[src/rtl/memory_f2_down_3_ctrl_if.sv]
// rtl/memory_f2_down_3_ctrl_if.sv - request/response bundle for the f2_down_3 word-time controller
interface memory_f2_down_3_ctrl_if;
  logic        req_valid;
  logic        req_ready;
  logic        req_write;
  logic        req_long;
  logic [4:0]  req_addr;
  logic [34:0] req_wdata;
  logic        rsp_valid;
  logic [34:0] rsp_rdata;
  logic        rsp_err;

  modport master (
    output req_valid, req_write, req_long, req_addr, req_wdata,
    input  req_ready, rsp_valid, rsp_rdata, rsp_err
  );

  modport slave (
    input  req_valid, req_write, req_long, req_addr, req_wdata,
    output req_ready, rsp_valid, rsp_rdata, rsp_err
  );
endinterface

[src/rtl/memory_f2_down_3_ctrl.sv]
// rtl/memory_f2_down_3_ctrl.sv - word-time controller for delay-line tank f2_down_3
// Optional write read-back check enabled by defining MEM_F2_WRITE_VERIFY_EN.
module memory_f2_down_3_ctrl (
  input  logic                   f2_clk,
  input  logic                   f2_rst,
  memory_f2_down_3_ctrl_if.slave bus,
  output logic                   f2_mib,
  output logic                   f2_down_t3_clr,
  output logic                   f2_down_t3_in,
  output logic                   f2_down_t3_out,
  input  logic                   f2_down_mob_t3,
  output logic [4:0]             digit_pos,
  output logic [4:0]             minor_pos
);
  localparam int DIGITS  = 18;
  localparam int MINORS  = 32;
  localparam int LONG_W  = 35;
  localparam int SHORT_W = DIGITS - 1;

  localparam logic [4:0] LAST_DIGIT = 5'(DIGITS - 1);
  localparam logic [4:0] LAST_MINOR = 5'(MINORS - 1);

`ifdef MEM_F2_WRITE_VERIFY_EN
  localparam bit VERIFY_EN = 1'b1;
`else
  localparam bit VERIFY_EN = 1'b0;
`endif

  typedef enum logic [2:0] {IDLE, CHECK, WAIT, XFER, VERIFY, VREAD, DONE} state_t;

  state_t      state;
  logic        write_q;
  logic        long_q;
  logic [4:0]  addr_q;
  logic [34:0] wdata_q;
  logic [34:0] rbuf;
  logic [5:0]  cnt;
  logic        verr;

  logic        at_head;
  logic [5:0]  last_slot;
  logic [5:0]  data_bits;
  logic [5:0]  nxt;
  logic        nxt_bit;

  // The word reaches the tank head right after slot 17 of the preceding minor cycle.
  assign at_head   = (digit_pos == LAST_DIGIT) && (minor_pos == (addr_q - 5'd1));
  assign last_slot = long_q ? 6'(2 * DIGITS - 1) : 6'(DIGITS - 1);
  assign data_bits = long_q ? 6'(LONG_W) : 6'(SHORT_W);
  assign nxt       = cnt + 6'd1;
  assign nxt_bit   = (nxt < data_bits) ? wdata_q[nxt] : 1'b0;

  always_ff @(posedge f2_clk or posedge f2_rst) begin
    if (f2_rst) begin
      digit_pos <= '0;
      minor_pos <= '0;
    end else if (digit_pos == LAST_DIGIT) begin
      digit_pos <= '0;
      minor_pos <= (minor_pos == LAST_MINOR) ? '0 : minor_pos + 5'd1;
    end else begin
      digit_pos <= digit_pos + 5'd1;
    end
  end

  always_ff @(posedge f2_clk or posedge f2_rst) begin
    if (f2_rst) begin
      state          <= IDLE;
      write_q        <= 1'b0;
      long_q         <= 1'b0;
      addr_q         <= '0;
      wdata_q        <= '0;
      rbuf           <= '0;
      cnt            <= '0;
      verr           <= 1'b0;
      bus.req_ready  <= 1'b1;
      bus.rsp_valid  <= 1'b0;
      bus.rsp_rdata  <= '0;
      bus.rsp_err    <= 1'b0;
      f2_mib         <= 1'b0;
      f2_down_t3_clr <= 1'b0;
      f2_down_t3_in  <= 1'b0;
      f2_down_t3_out <= 1'b0;
    end else begin
      bus.rsp_valid <= 1'b0;
      case (state)
        IDLE: begin
          if (bus.req_valid && bus.req_ready) begin
            write_q       <= bus.req_write;
            long_q        <= bus.req_long;
            addr_q        <= bus.req_addr;
            wdata_q       <= bus.req_wdata;
            rbuf          <= '0;
            verr          <= 1'b0;
            bus.req_ready <= 1'b0;
            state         <= CHECK;
          end
        end
        CHECK: begin
          if (long_q && addr_q[0]) begin
            bus.rsp_valid <= 1'b1;
            bus.rsp_err   <= 1'b1;
            state         <= DONE;
          end else begin
            state <= WAIT;
          end
        end
        WAIT: begin
          if (at_head) begin
            cnt            <= '0;
            f2_mib         <= write_q & wdata_q[0];
            f2_down_t3_clr <= write_q;
            f2_down_t3_in  <= write_q;
            f2_down_t3_out <= ~write_q;
            state          <= XFER;
          end
        end
        XFER: begin
          if (!write_q && (cnt < data_bits))
            rbuf[cnt] <= f2_down_mob_t3;
          if (cnt == last_slot) begin
            f2_mib         <= 1'b0;
            f2_down_t3_clr <= 1'b0;
            f2_down_t3_in  <= 1'b0;
            f2_down_t3_out <= 1'b0;
            if (write_q && VERIFY_EN) begin
              state <= VERIFY;
            end else begin
              bus.rsp_valid <= 1'b1;
              bus.rsp_err   <= 1'b0;
              if (!write_q)
                bus.rsp_rdata <= rbuf;
              state <= DONE;
            end
          end else begin
            cnt    <= nxt;
            f2_mib <= write_q & nxt_bit;
          end
        end
        VERIFY: begin
          // Same head condition as WAIT, one circulation after the write began.
          if (at_head) begin
            cnt            <= '0;
            f2_down_t3_out <= 1'b1;
            state          <= VREAD;
          end
        end
        VREAD: begin
          if ((cnt < data_bits) && (f2_down_mob_t3 != wdata_q[cnt]))
            verr <= 1'b1;
          if (cnt == last_slot) begin
            f2_down_t3_out <= 1'b0;
            bus.rsp_valid  <= 1'b1;
            bus.rsp_err    <= verr;
            state          <= DONE;
          end else begin
            cnt <= nxt;
          end
        end
        DONE: begin
          bus.req_ready <= 1'b1;
          state         <= IDLE;
        end
        default: state <= IDLE;
      endcase
    end
  end
endmodule

[src/flat_wrapper.sv]
// flat-port wrapper written by rule: the top's interface ports become plain ports
module memory_f2_down_3_ctrl_flat 
  (f2_clk, f2_rst, f2_mib, f2_down_t3_clr, f2_down_t3_in, f2_down_t3_out, f2_down_mob_t3, digit_pos, minor_pos, bus_req_valid, bus_req_write, bus_req_long, bus_req_addr, bus_req_wdata, bus_req_ready, bus_rsp_valid, bus_rsp_rdata, bus_rsp_err);
  memory_f2_down_3_ctrl_if bus_i ();
  input  logic f2_clk;
  input  logic f2_rst;
  output logic f2_mib;
  output logic f2_down_t3_clr;
  output logic f2_down_t3_in;
  output logic f2_down_t3_out;
  input  logic f2_down_mob_t3;
  output logic [4:0] digit_pos;
  output logic [4:0] minor_pos;
  input wire logic [$bits(bus_i.req_valid)-1:0] bus_req_valid;
  input wire logic [$bits(bus_i.req_write)-1:0] bus_req_write;
  input wire logic [$bits(bus_i.req_long)-1:0] bus_req_long;
  input wire logic [$bits(bus_i.req_addr)-1:0] bus_req_addr;
  input wire logic [$bits(bus_i.req_wdata)-1:0] bus_req_wdata;
  output wire logic [$bits(bus_i.req_ready)-1:0] bus_req_ready;
  output wire logic [$bits(bus_i.rsp_valid)-1:0] bus_rsp_valid;
  output wire logic [$bits(bus_i.rsp_rdata)-1:0] bus_rsp_rdata;
  output wire logic [$bits(bus_i.rsp_err)-1:0] bus_rsp_err;
  assign bus_i.req_valid = bus_req_valid;
  assign bus_i.req_write = bus_req_write;
  assign bus_i.req_long = bus_req_long;
  assign bus_i.req_addr = bus_req_addr;
  assign bus_i.req_wdata = bus_req_wdata;
  assign bus_req_ready = bus_i.req_ready;
  assign bus_rsp_valid = bus_i.rsp_valid;
  assign bus_rsp_rdata = bus_i.rsp_rdata;
  assign bus_rsp_err = bus_i.rsp_err;
  memory_f2_down_3_ctrl u_core (.f2_clk(f2_clk), .f2_rst(f2_rst), .bus(bus_i), .f2_mib(f2_mib), .f2_down_t3_clr(f2_down_t3_clr), .f2_down_t3_in(f2_down_t3_in), .f2_down_t3_out(f2_down_t3_out), .f2_down_mob_t3(f2_down_mob_t3), .digit_pos(digit_pos), .minor_pos(minor_pos));
endmodule
[config.mk]
export PLATFORM = sky130hd
export DESIGN_NAME = memory_f2_down_3_ctrl_flat
export DESIGN_NICKNAME = d
export VERILOG_FILES = /design/src/rtl/memory_f2_down_3_ctrl_if.sv /design/src/rtl/memory_f2_down_3_ctrl.sv /design/src/flat_wrapper.sv
export SDC_FILE = /design/constraint.sdc
export NUM_CORES = 1
export LEC_CHECK = 0
export CAP_MARGIN = 15
export CORE_MARGIN = 2
export CORE_UTILIZATION = 51
export CTS_BUF_LIST = sky130_fd_sc_hd__clkbuf_8
export DETAILED_ROUTE_END_ITERATION = 8
export PLACE_DENSITY = 0.76
export SYNTH_ARGS = -nofsm -noshare
export SYNTH_HDL_FRONTEND = slang
export SYNTH_SLANG_ARGS = --single-unit
[constraint.sdc]
create_clock -name f2_clk -period 4.4 [get_ports f2_clk]
set_input_delay 0.88 -clock f2_clk [delete_from_list [all_inputs] [get_ports f2_clk]]
set_output_delay 0.88 -clock f2_clk [all_outputs]
set_load 0.05 [all_outputs]
==> flow_metrics.py, run 1 <==
metrics = {
    "yosys": {
        "synth_area_per_cell_um2": 11.30,
        "synth_cells": 614,
        "synth_fp_nets": 671,
        "synthFlopType": "dfrtp_1",
        "yosys-top-cells-area": "dfrtp_1, mux2_2, o21ai_0, a21oi_1, mux4_2",
        "ys_ff_latch": 138,
        "yosysUniqueCellTypes": 61,
        "synth-edff-count": 0,
        "synth.most_common_cell": "dfrtp_1",
        "yosys_warnings": 0,
        "synth_seq_area_share_pct": 49.78,
        "synth_top_cell_by_area": "dfrtp_1",
        "synth_area_um2": 6939,
        "ys_top_cells_by_count": "dfrtp_1, mux2_2, o21ai_0",
        "synth_top_area_share_pct": 49.40,
        "async_flop_share_pct": 100.0,
    },
    "grt": {
        "grt_pass1_wl_um": 26250,
        "grt_usage_pct": 22.94,
        "antenna_found_initial": 0,
        "grt_max_degree": 139,
        "overflow": 0,
        "grt_pass1_vias": 5317,
    },
    "routing": {
        "vias_per_cell": 5.978,
        "post_drt_wl_per_cell_um": 17.55,
        "route.met2.wl_um": 7747,
        "m1WireLength_um": 6468,
        "vias": 5279,
        "route.met3.wl_um": 985,
        "drt_iter0_markers": 475,
        "final_antenna_net_count": 0,
        "route.detailed.drc": 0,
        "dr.max_layer_used": "met4",
        "drt_wl_total_um": 15500,
        "firstDrtPassIters": 5,
    },
    "clock_network": {
        "cts_tree": "built",
        "cts_root_buffer": "clkbuf_8",
        "post-cts-setup-buffer-count": 0,
        "clk_latency_ns": 0.45,
        "cts_buffers": 17,
        "cts_buffer_depth": 2,
        "ctsResizeCount": 0,
        "path_clk_slew_ns": 0.08,
        "clock-sinks": 138,
        "cts_hold_buf": 0,
        "htreeDepth": 4,
    },
    "place": {
        "pre_cts_slack_ns": 0.9751,
        "io_buffers": 97,
        "placed_cell_area_um2": 7988,
        "gp_congestion": 0.9721,
        "hpwl_um": 10750,
    },
    "critical_path": {
        "endpoint_kind": "register",
        "reg2reg_slack_ns": 0.92,
        "reg2reg_depth": 8,
        "critPathKind": "register to register",
        "critical-path-max-stage-delay_ns": 1.08,
        "timing.rr.end": "u_core.f2_mib",
        "cp_num_buf_inv": 2,
        "crit_family": "flip-flops",
        "path_cells": "inv_1 -> or3_1 -> xor2_1 -> inv_1 -> ha_1 -> a2111oi_0 -> o221ai_1 -> o221ai_1",
        "slowest_stage": "dfrtp_1",
        "cp-start-kind": "register",
        "reg2reg_from": "u_core.cnt[1]",
        "crit_required_ns": 4.75,
        "cp_data_arrival_time_ns": 3.84,
        "crit_fanout": 32,
    },
    "finish": {
        "multi_input_area_um2": 3251,
        "nets": 752,
        "design_area_um2": 8417,
        "syn_to_final_growth_pct": 21.29,
        "final-seq-area_um2": 3455,
        "nFillCells": 1067,
        "utilization_pct": 63.56,
        "antennaDiodeCount": 0,
        "layout-drive-gt1-share_pct": 20.23,
    },
    "job": {
        "drv_cap": 0,
    },
    "timing": {
        "slew-limit-headroom_pct": 25.89,
        "slew_violations": 0,
        "worst_slack_ns": 0.9159,
        "setup_viol_count_final": 0,
        "final.setup.tns_ns": 0,
        "fin_crit_sh_pct": 79.18,
        "hold_violations": 0,
        "tightest_slew_ns": 1.112,
        "fmax_mhz": 287.0,
        "rsz0062_at_grt": "no",
        "fin_worst_skew_ns": 0.01264,
        "period_needed_ns": 3.484,
    },
    "power": {
        "p_per_area_nw_per_um2": 282.3,
        "peakVddDrop_mv": 0.3670,
        "total_power_w": 0.002376,
        "leakage_nw": 3.792,
    },
    "hold_path": {
        "hp-start": "u_core.rbuf[30]",
        "worstHoldPathCells": 1,
        "hold_end": "u_core.bus.rsp_rdata[30]",
        "hp-class": "register to register",
    },
    "floorplanning": {
        "die_width_um": 120.6,
        "dieArea_um2": 14560,
        "ios": 98,
        "die_h_um": 120.6,
        "start_util_pct": 52.40,
        "rows": 42,
        "coreArea_um2": 13240,
    },
    "outcome": {
        "status": "complete, no violations",
    },
}
## logic make-up after synthesis
| kind of cell | share of synthesized area (%) |
|---|---|
| AND/OR/NAND/NOR | 10.30 |
| buffers and inverters | 3.444 |
| XOR/XNOR | 1.388 |
| adder cells (fa/ha/maj) | 1.983 |
| multiplexers | 18.41 |
| flip-flops | 49.78 |
| AO/OA/AOI/OAI | 14.70 |
## cell type report
cell class,instances,area share [%]
timing repair buffer,103,12.46
multi-input combinational,425,38.62
clock buffer,18,2.943
clock inverter,13,1.828
sequential,138,41.04
tap,176,2.616
inverter,10,0.4906
## state kept, by name, summed over array words and instances, names as in the netlist
name	count
u_core.verr	1
u_core.bus.rsp_valid	1
u_core.state	3
u_core.digit_pos	5
u_core.long_q	1
u_core.bus.req_ready	1
u_core.cnt	6
u_core.minor_pos	5
u_core.wdata_q	35
u_core.bus.rsp_rdata	35
u_core.f2_down_t3_out	1
u_core.f2_mib	1
u_core.f2_down_t3_clr	1
u_core.rbuf	35
u_core.addr_q	5
u_core.write_q	1
u_core.bus.rsp_err	1
## layer usage
| metal | vias to the layer above | track usage (%) |
|---|---|---|
| met5 | - | 0 |
| met4 | 0 | 7.776 |
| met3 | 31 | 6.509 |
| met2 | 200 | 37.78 |
| met1 | 2622 | 29.19 |
| li1 | 2426 | - |
## cell usage in the layout, fill, tap and decap left out, types with 5 or more instances in the layout
master,instances
nand2b_1,7
nand3_1,10
or3_1,5
mux2i_1,14
nand2_1,31
dfrtp_1,137
clkdlybuf4s50_1,97
a22o_1,8
nor2_1,21
o21ai_0,69
inv_1,10
xnor2_1,8
clkbuf_8,18
nor3_1,12
o21ai_1,17
mux2_2,81
ha_1,11
mux4_2,10
a21oi_1,52
## report_power, final
group | leakage, nW | total [W] | switching (W) | internal [W]
Clock | 0.201 | 0.00104 | 0.000473 | 0.000566
Combinational | 1.69 | 0.0000693 | 0.0000321 | 0.0000372
Sequential | 1.90 | 0.00127 | 0 | 0.00127
## per-stage QoR
step / hold slack, ns / std cells
2_1_floorplan: 0.4636 / 614
3_3_place_gp: 0.4873 / 851
3_5_place_dp: 0.4925 / 851
4_1_cts: 0.5080 / 882
5_1_grt: 0.5177 / 883
6_report: 0.5060 / 883
## how the worst max path moves through the flow
stage                             start          endpoint  cells past startpoint
after floorplan                  f2_rst  u_core.addr_q[0]                      1
after global placement    u_core.cnt[1]     u_core.f2_mib                      5
after detailed placement  u_core.cnt[1]     u_core.f2_mib                      8
after CTS                 u_core.cnt[1]     u_core.f2_mib                      8
after global routing      u_core.cnt[1]     u_core.f2_mib                      8
final                     u_core.cnt[1]     u_core.f2_mib                      8
Note: power is estimated with default switching activity, not from simulation.
==> inputs of run 2 (changes only) <==
==> constraint.sdc (replaced) <==
create_clock -name f2_clk -period 3.1 [get_ports f2_clk]
set_input_delay 0.62 -clock f2_clk [delete_from_list [all_inputs] [get_ports f2_clk]]
set_output_delay 0.62 -clock f2_clk [all_outputs]
set_load 0.05 [all_outputs]
==> flow_metrics.py, run 2 (synthesis gave the netlist of run 1 again) <==
metrics = {
    "clock_network": {
        "htreeDepth": 4,
        "post-cts-setup-buffer-count": 0,
        "clk_latency_ns": 0.46,
        "cts_tree": "built",
        "path_clk_slew_ns": 0.08,
        "cts_buffers": 17,
        "cts_root_buffer": "clkbuf_8",
        "cts_buffer_depth": 2,
        "cts_hold_buf": 0,
        "ctsResizeCount": 0,
        "clock-sinks": 138,
    },
    "grt": {
        "grt_pass1_vias": 5259,
        "overflow": 0,
        "antenna_found_initial": 0,
        "grt_max_degree": 139,
        "grt_usage_pct": 23.52,
        "grt_pass1_wl_um": 26600,
    },
    "timing": {
        "slew-limit-headroom_pct": 39.23,
        "period_needed_ns": 2.937,
        "tightest_slew_ns": 0.9063,
        "fin_crit_sh_pct": 94.74,
        "hold_violations": 0,
        "worst_slack_ns": 0.1632,
        "rsz0062_at_grt": "no",
        "final.setup.tns_ns": 0,
        "fin_worst_skew_ns": 0.01368,
        "slew_violations": 0,
        "setup_viol_count_final": 0,
        "fmax_mhz": 340.5,
    },
    "place": {
        "placed_cell_area_um2": 8115,
        "io_buffers": 97,
        "hpwl_um": 11420,
        "gp_congestion": 0.9269,
        "pre_cts_slack_ns": 0.1776,
        "dp.cells": 868,
    },
    "finish": {
        "nFillCells": 1051,
        "nets": 768,
        "utilization_pct": 64.79,
        "syn_to_final_growth_pct": 23.64,
        "largestRegisters": "u_core.bus.rsp_rdata x35, u_core.rbuf x35, u_core.wdata_q x35",
        "multi_input_area_um2": 3251,
        "mostFrequentLayoutCell": "dfrtp_1",
        "final-seq-area_um2": 3455,
        "design_area_um2": 8579,
        "layout_common_cells": "dfrtp_1, clkdlybuf4s50_1, mux2_2, o21ai_0, a21oi_1",
        "finalNonFillerCells": 900,
        "layout-drive-gt1-share_pct": 22.10,
        "antennaDiodeCount": 0,
    },
    "critical_path": {
        "slowest_stage": "dfrtp_1",
        "cp-start-kind": "register",
        "endpoint_kind": "register",
        "cp_data_arrival_time_ns": 3.32,
        "path_common_cell": "o221ai_1",
        "critical-path-max-stage-delay_ns": 0.61,
        "critPathKind": "register to register",
        "path_cells": "nand2_1 -> or3_1 -> xor2_1 -> inv_1 -> ha_1 -> a2111oi_0 -> o221ai_1 -> o221ai_1",
        "reg2reg_depth": 8,
        "crit_fanout": 11,
        "crit_required_ns": 3.48,
    },
    "routing": {
        "firstDrtPassIters": 5,
        "vias": 5269,
        "drt_iter0_markers": 346,
        "vias_per_cell": 5.854,
        "drt_wl_total_um": 16100,
        "final_antenna_net_count": 0,
        "post_drt_wl_per_cell_um": 17.88,
        "route.detailed.drc": 0,
    },
    "power": {
        "peakVddDrop_mv": 0.3038,
        "leakage_nw": 3.892,
        "p_per_area_nw_per_um2": 420.2,
    },
    "hold_path": {
        "hp-class": "register to register",
        "worstHoldPathCells": 1,
    },
    "floorplanning": {
        "dieArea_um2": 14560,
        "die_h_um": 120.6,
        "die_width_um": 120.6,
        "ios": 98,
        "coreArea_um2": 13240,
        "rows": 42,
        "start_util_pct": 52.40,
    },
    "outcome": {
        "status": "complete, no violations",
    },
    "job": {
        "drv_cap": 0,
    },
}
## run 2: cell count changes in the layout (fill, tap and decap cells not counted)
cell,delta
buf_16,-1
buf_4,+17
bufinv_16,+2
clkinv_2,-3
clkinv_4,-1
inv_6,+3
## run 2: layer usage
layer  global-route usage [%]  wire, um  vias up
li1                         -         -     2453
met1                    30.78      6854     2613
met2                    37.64      7960      161
met3                    5.236       782       42
met4                    10.47       498        0
met5                        0         0        -
## run 2: cell type report
type	instances	share of cell area, %
clock buffers	18	2.888
clock inverters	14	2.523
inverters	10	0.4813
multi-input cells	425	37.89
flip-flops and latches	138	40.27
well taps	176	2.567
repair buffers	119	13.39
## run 2: path summary, 6_finish.rpt
kind | start | to | slack [ns]
worst min register to register | u_core.bus.rsp_rdata[19] | u_core.bus.rsp_rdata[19] | 0.51
max in group asynchronous | f2_rst | u_core.wdata_q[24] | 1.86
worst max register to register | u_core.cnt[4] | u_core.f2_mib | 0.16
min in group asynchronous | f2_rst | u_core.bus.rsp_rdata[24] | 0.73
worst max-delay path | u_core.cnt[4] | u_core.f2_mib | 0.16
worst min-delay path | u_core.bus.rsp_rdata[19] | u_core.bus.rsp_rdata[19] | 0.51
## run 2: power by group
group / total, W / internal (W) / switching, W / leakage [nW]
clock: 0.00171 / 0.000982 / 0.000726 / 0.227
combinational: 0.0000985 / 0.0000528 / 0.0000457 / 1.76
sequential: 0.00180 / 0.00180 / 0 / 1.90
total: 0.00361 / 0.00283 / 0.000772 / 3.89
## run 2: stage by stage
stage / power (W) / hold slack [ns]
final: 0.003606 / 0.5068
after global routing: 0.003730 / 0.5199
after CTS: 0.003637 / 0.5095
after detailed placement: 0.001936 / 0.4919
after global placement: 0.001933 / 0.4874
after floorplan: 0.001863 / 0.4636
## run 2: worst max-delay path: cells and delay by family (launching register included)
family                   cells  cell delay (ns)
XOR/XNOR                     1             0.30
adder cells (fa/ha/maj)      1             0.33
AO/OA/AOI/OAI                3             0.99
flip-flops                   1             0.61
AND/OR/NAND/NOR              2             0.54
buffers and inverters        1             0.09
